File: src/rtl/posit_div_issue_if.sv
// Operand/result stream bundle for the posit divider issue controller.
// The slave side is the controller; the master side is the producer/consumer.
interface posit_div_issue_if #(
    parameter int N = 32
);
    logic         s_valid;
    logic         s_ready;
    logic [N-1:0] s_in1;
    logic [N-1:0] s_in2;
    logic         m_valid;
    logic         m_ready;
    logic [N-1:0] m_out;
    logic         m_inf;
    logic         m_zero;

    modport slave (
        input  s_valid, s_in1, s_in2, m_ready,
        output s_ready, m_valid, m_out, m_inf, m_zero
    );

    modport master (
        output s_valid, s_in1, s_in2, m_ready,
        input  s_ready, m_valid, m_out, m_inf, m_zero
    );
endinterface

File: src/rtl/posit_div_issue.sv
// Issue/collect controller around a fixed-latency, non-stallable posit divider.
// Issued pairs are tagged through a latency-matched shift register; results land in a credit-protected FIFO.
module posit_div_issue #(
    parameter int N     = 32,
    parameter int LAT   = 12,
    parameter int DEPTH = 16
) (
    input  logic             clk,
    input  logic             rst,
    posit_div_issue_if.slave sif,
    output logic             dv_start,
    output logic [N-1:0]     dv_in1,
    output logic [N-1:0]     dv_in2,
    input  logic [N-1:0]     dv_out,
    input  logic             dv_inf,
    input  logic             dv_zero,
    output logic             busy
);
    localparam int          PW      = $clog2(DEPTH);
    localparam int          CW      = $clog2(DEPTH + 1);
    localparam logic [CW:0] DEPTH_C = (CW + 1)'(DEPTH);

    logic           iss_vld;
    logic [LAT-1:0] tag_sr;
    logic [CW-1:0]  infl;
    logic [CW-1:0]  fcnt;
    logic [PW-1:0]  wr_ptr;
    logic [PW-1:0]  rd_ptr;
    logic [N+1:0]   mem [DEPTH];
    logic [N+1:0]   head;
    logic [CW:0]    used;
    logic           fire;
    logic           wr;
    logic           pop;

    assign fire = sif.s_valid && sif.s_ready;
    assign wr   = tag_sr[LAT-1];
    assign pop  = sif.m_valid && sif.m_ready;

    // Credit covers both in-flight pairs and parked results, so the divider never overruns the FIFO.
    assign used        = {1'b0, infl} + {1'b0, fcnt};
    assign sif.s_ready = !rst && (used < DEPTH_C);

    // Issue stage: operands registered toward the divider
    always_ff @(posedge clk) begin
        if (rst) begin
            dv_start <= 1'b0;
            iss_vld  <= 1'b0;
            dv_in1   <= '0;
            dv_in2   <= '0;
        end else begin
            dv_start <= 1'b1;
            iss_vld  <= fire;
            if (fire) begin
                dv_in1 <= sif.s_in1;
                dv_in2 <= sif.s_in2;
            end
        end
    end

    // Tag pipe: mirrors the divider latency
    generate
        if (LAT > 1) begin : g_tag_multi
            always_ff @(posedge clk) begin
                if (rst) tag_sr <= '0;
                else     tag_sr <= {tag_sr[LAT-2:0], iss_vld};
            end
        end else begin : g_tag_single
            always_ff @(posedge clk) begin
                if (rst) tag_sr <= '0;
                else     tag_sr <= iss_vld;
            end
        end
    endgenerate

    always_ff @(posedge clk) begin
        if (rst) infl <= '0;
        else     infl <= infl + CW'(fire) - CW'(wr);
    end

    // Collect stage: result FIFO
    always_ff @(posedge clk) begin
        if (wr) mem[wr_ptr] <= {dv_out, dv_inf, dv_zero};
    end

    always_ff @(posedge clk) begin
        if (rst) begin
            wr_ptr <= '0;
            rd_ptr <= '0;
            fcnt   <= '0;
        end else begin
            if (wr)  wr_ptr <= wr_ptr + PW'(1);
            if (pop) rd_ptr <= rd_ptr + PW'(1);
            fcnt <= fcnt + CW'(wr) - CW'(pop);
        end
    end

    // Head is forced to zero when empty so outputs never expose stale entries.
    assign head        = mem[rd_ptr];
    assign sif.m_valid = (fcnt != '0);
    assign sif.m_out   = sif.m_valid ? head[N+1:2] : '0;
    assign sif.m_inf   = sif.m_valid && head[1];
    assign sif.m_zero  = sif.m_valid && head[0];

    assign busy = iss_vld | (|tag_sr) | (fcnt != '0);
endmodule

File: src/flat_wrapper.sv
// flat-port wrapper written by rule: the top's interface ports become plain ports
module posit_div_issue_flat 
#(
    parameter int N     = 32,
    parameter int LAT   = 12,
    parameter int DEPTH = 16
)
  (clk, rst, dv_start, dv_in1, dv_in2, dv_out, dv_inf, dv_zero, busy, sif_s_valid, sif_s_in1, sif_s_in2, sif_m_ready, sif_s_ready, sif_m_valid, sif_m_out, sif_m_inf, sif_m_zero);
  posit_div_issue_if #(.N(N)) sif_i ();
  input  logic clk;
  input  logic rst;
  output logic dv_start;
  output logic [N-1:0] dv_in1;
  output logic [N-1:0] dv_in2;
  input  logic [N-1:0] dv_out;
  input  logic dv_inf;
  input  logic dv_zero;
  output logic busy;
  input wire logic [$bits(sif_i.s_valid)-1:0] sif_s_valid;
  input wire logic [$bits(sif_i.s_in1)-1:0] sif_s_in1;
  input wire logic [$bits(sif_i.s_in2)-1:0] sif_s_in2;
  input wire logic [$bits(sif_i.m_ready)-1:0] sif_m_ready;
  output wire logic [$bits(sif_i.s_ready)-1:0] sif_s_ready;
  output wire logic [$bits(sif_i.m_valid)-1:0] sif_m_valid;
  output wire logic [$bits(sif_i.m_out)-1:0] sif_m_out;
  output wire logic [$bits(sif_i.m_inf)-1:0] sif_m_inf;
  output wire logic [$bits(sif_i.m_zero)-1:0] sif_m_zero;
  assign sif_i.s_valid = sif_s_valid;
  assign sif_i.s_in1 = sif_s_in1;
  assign sif_i.s_in2 = sif_s_in2;
  assign sif_i.m_ready = sif_m_ready;
  assign sif_s_ready = sif_i.s_ready;
  assign sif_m_valid = sif_i.m_valid;
  assign sif_m_out = sif_i.m_out;
  assign sif_m_inf = sif_i.m_inf;
  assign sif_m_zero = sif_i.m_zero;
  posit_div_issue #(.N(N), .LAT(LAT), .DEPTH(DEPTH)) u_core (.clk(clk), .rst(rst), .sif(sif_i), .dv_start(dv_start), .dv_in1(dv_in1), .dv_in2(dv_in2), .dv_out(dv_out), .dv_inf(dv_inf), .dv_zero(dv_zero), .busy(busy));
endmodule
File: config.mk
export PLATFORM = sky130hd
export DESIGN_NAME = posit_div_issue_flat
export DESIGN_NICKNAME = d
export VERILOG_FILES = /design/src/rtl/posit_div_issue_if.sv /design/src/rtl/posit_div_issue.sv /design/src/flat_wrapper.sv
export SDC_FILE = /design/constraint.sdc
export NUM_CORES = 1
export LEC_CHECK = 0
export CORE_MARGIN = 2
export CORE_UTILIZATION = 58
export CTS_CLUSTER_SIZE = 28
export DETAILED_ROUTE_END_ITERATION = 8
export PLACE_DENSITY = 0.87
export SETUP_SLACK_MARGIN = 0.05
export SLEW_MARGIN = 5
export SYNTH_ARGS = -nofsm -noshare
export SYNTH_HDL_FRONTEND = slang
export SYNTH_SLANG_ARGS = --single-unit
export TNS_END_PERCENT = 50
File: constraint.sdc
create_clock -name clk -period 3.7 [get_ports clk]
set_input_delay 0.925 -clock clk [delete_from_list [all_inputs] [get_ports clk]]
set_output_delay 0.925 -clock clk [all_outputs]
set_load 0.02 [all_outputs]
==> qor.csv <==
stage,metric,value,unit
hold_path,worst hold path type,reg -> reg,
outcome,run status,"finished, final reports clean",
drt,Routed WL,65600,µm
cts,"Reg clk slew, reported paths",70,ps
finish,"Area growth, synth to finish",20.9,%
cts,root buffer cell,clkbuf_16,
finish,"most common cell after layout, fill and taps aside",edfxtp_1,
floorplan,DIE HEIGHT,210,µm
floorplan,num rows,75,
critical_path,Crit Path Max Fanout,20,
synth,Ys Warns,0,
critical_path,"reg-to-reg slack, setup",800,ps
sta,Clock Skew,58.1,ps
sta,Tightest Pin Transition,1270,ps
finish,most frequent cells in the layout,"edfxtp_1, clkdlybuf4s50_1, mux4_2, dfxtp_1, o21ai_0",
sta,relative slew slack,15.6,%
global_routing,grt ovf,0,
critical_path,Setup crit end kind,output pin,
place,Placer Congestion,0.742,
finish,Final nets,1688,
synth,Cells after Synth,1312,
pwr,power per cell area,638,nW/µm²
drt,drt first pass iters,7,
synth,synth top area cells,"edfxtp_1, mux4_2, dfxtp_1",
synth,Synth top area share,66.4,%
sta,max-slew violations,0,
global_routing,largest net degree at the start of global routing,97,
synth,"Net Count, Synth",1436,
finish,layout cells sized above 1,22.5,%
synth,ys flop type,edfxtp_1,
drt,drt initial violations,1612,
floorplan,Core Footprint,41900,µm²
synth,syn_area_per_cell,18.8,µm²
sta,fin crit share,98.8,%
global_routing,gr busiest metal,met2,
place,dpl ws,19.6,ps
cts,worst skew pair latency,660,ps
global_routing,met3 usage,7.63,%
cts,TritonCTS Buffers,60,
sta,fin worst setup slack,45.0,ps
global_routing,global-route wire length before repair,95100,µm
sta,Max Clock Freq,274,MHz
sta,minimum clock period,3660,ps
finish,Finished Cell Area,29700,µm²
place,dpl hpwl,32900,µm
floorplan,chip width,210,µm
critical_path,required time worst endpoint,2770,ps
sta,Fin. Hold Viols,0,
synth,"area leader, netlist",edfxtp_1,
floorplan,Die ar.,44100,µm²
finish,number of fill cells,2378,
critical_path,Setup CP Type,reg -> out,
synth,Mapped Area,24600,µm²
synth,count of different cell masters after synthesis,45,
cts,CTS tree,done,
global_routing,initial antenna violation count,3,
cts,Max clock buf depth,3,
drt,drt wl/cell,30.5,µm
drt,vias per inst,6.64,
critical_path,startpoint types,register,
job,Max Cap Viol,0,
pwr,VDD IR-drop max,450,µV
synth,"Seq/Total Area, Yosys",74.5,%
synth,#FFs+latches synth,644,
sta,"Setup violations, final",0,
pwr,Pwr Total,19.0,mW
synth,number of synthesized flops with an enable pin,544,
sta,RSZ-0062 raised after global routing,yes,
floorplan,Ports,204,
critical_path,Arrival @ worst endpoint,2730,ps
place,dpl cell area,27400,µm²
pwr,Pleak,9.54,nW
cts,# clock sinks,644,
drt,Via Count,14300,
place,# port buffers,203,
global_routing,vias in the first global route,14800,
floorplan,starting density of the core,58.7,%
drt,Routed Antenna Nets,0,
synth,asr flop ratio synth,0,%
global_routing,met1 Use GR,36.0,%
global_routing,GRT Total Usage,29.8,%
cts,H-tree depth,2,
drt,DRC viols,0,
global_routing,routing usage on met2,51.9,%
-- routing by layer --
layer	vias up	share of wire, %
li1	5770	-
met1	7213	34
met2	1110	52
met3	204	10
met4	4	4.4
met5	-	0.052
-- synthesized netlist by cell type (7+ instances only) --
cell and number:
a21oi_1 69, a22oi_1 34, and2_1 18, buf_2 40
buf_4 12, clkbuf_1 21, dfxtp_1 100, edfxtp_1 544
ha_1 20, inv_1 20, mux2i_1 37, mux4_2 134
nand2_1 7, nand3_1 70, nor2_1 16, nor2b_1 19
o21ai_0 72, o21ai_1 28, xor2_1 8
-- final cells by class --
class	instances	area [µm²]	share of cell area [%]
multi-input combinational	566	5920	19.9
antenna	1	2.50	0.00841
sequential	644	18300	61.7
inverter	21	81.3	0.273
timing repair buffer	271	2770	9.30
clock buffer	74	1610	5.40
clock inverter	39	354	1.19
tap	539	674	2.27
-- cells by family (layout without fill, tap and decap cells) --
family | after synthesis | after routing | synth area share (%)
buf+inv | 102 | 405 | 2.01
fa+ha+maj | 22 | 22 | 1.18
flops | 644 | 644 | 74.5
compound gates | 211 | 211 | 4.73
xor+xnor | 10 | 10 | 0.356
other cells | 0 | 1 | 0
simple gates | 152 | 152 | 3.47
mux | 171 | 171 | 13.8
-- final timing paths --
kind,startpoint,to,cells past startpoint
max,register,sif_m_out[24],7
min,u_core.tag_sr[2],u_core.tag_sr[3],1
max reg2reg,u_core.fcnt[2],u_core.fcnt[4],16
min reg2reg,u_core.tag_sr[2],u_core.tag_sr[3],1
-- metrics by stage --
stage / std cells / hold WS, ps / TNS (ps) / util, %
4_1_cts: 2147 / 461 / -107 / 70.8
3_3_place_gp: 2017 / 443 / 0 / 65.3
6_report: 2155 / 464 / 0 / 70.9
2_1_floorplan: 1312 / 429 / 0 / -
5_1_grt: 2154 / 478 / -50.9 / 70.9
3_5_place_dp: 2017 / 449 / 0 / 65.3
-- power breakdown --
part	total [mW]	internal, mW	leakage, nW	switching, mW
Clock	6.16	3.39	0.948	2.77
Combinational	4.68	2.23	2.89	2.44
Sequential	8.14	8.01	5.70	0.134
Total	19.0	13.6	9.54	5.35
-- critical path, stage by stage (launching register included) --
cell and delay (ps):
dfxtp_4 410, buf_4 160, buf_12 100, buf_16 190, mux4_2 560, a22oi_1 200
o21ai_1 130, clkdlybuf4s15_1 310
-- flip-flops by register name, summed over array words and instances (netlist names), named ones only --
| name | flops |
|---|---|
| u_core.fcnt | 5 |
| u_core.dv_start | 1 |
| u_core.dv_in1 | 32 |
| u_core.iss_vld | 1 |
| u_core.rd_ptr | 4 |
| u_core.infl | 5 |
| u_core.tag_sr | 12 |
| u_core.wr_ptr | 4 |
| u_core.dv_in2 | 32 |
| u_core.mem | 544 |
-- what timing repair did --
item                                    CTS  global route
setup buffers                            13             7
resized for setup                       112            35
pin swaps                                 3             1
cloned                                    4             0
endpoints found under the setup margin   35            31
hold buffers                              0             0
(Power assumes the default switching activity.)
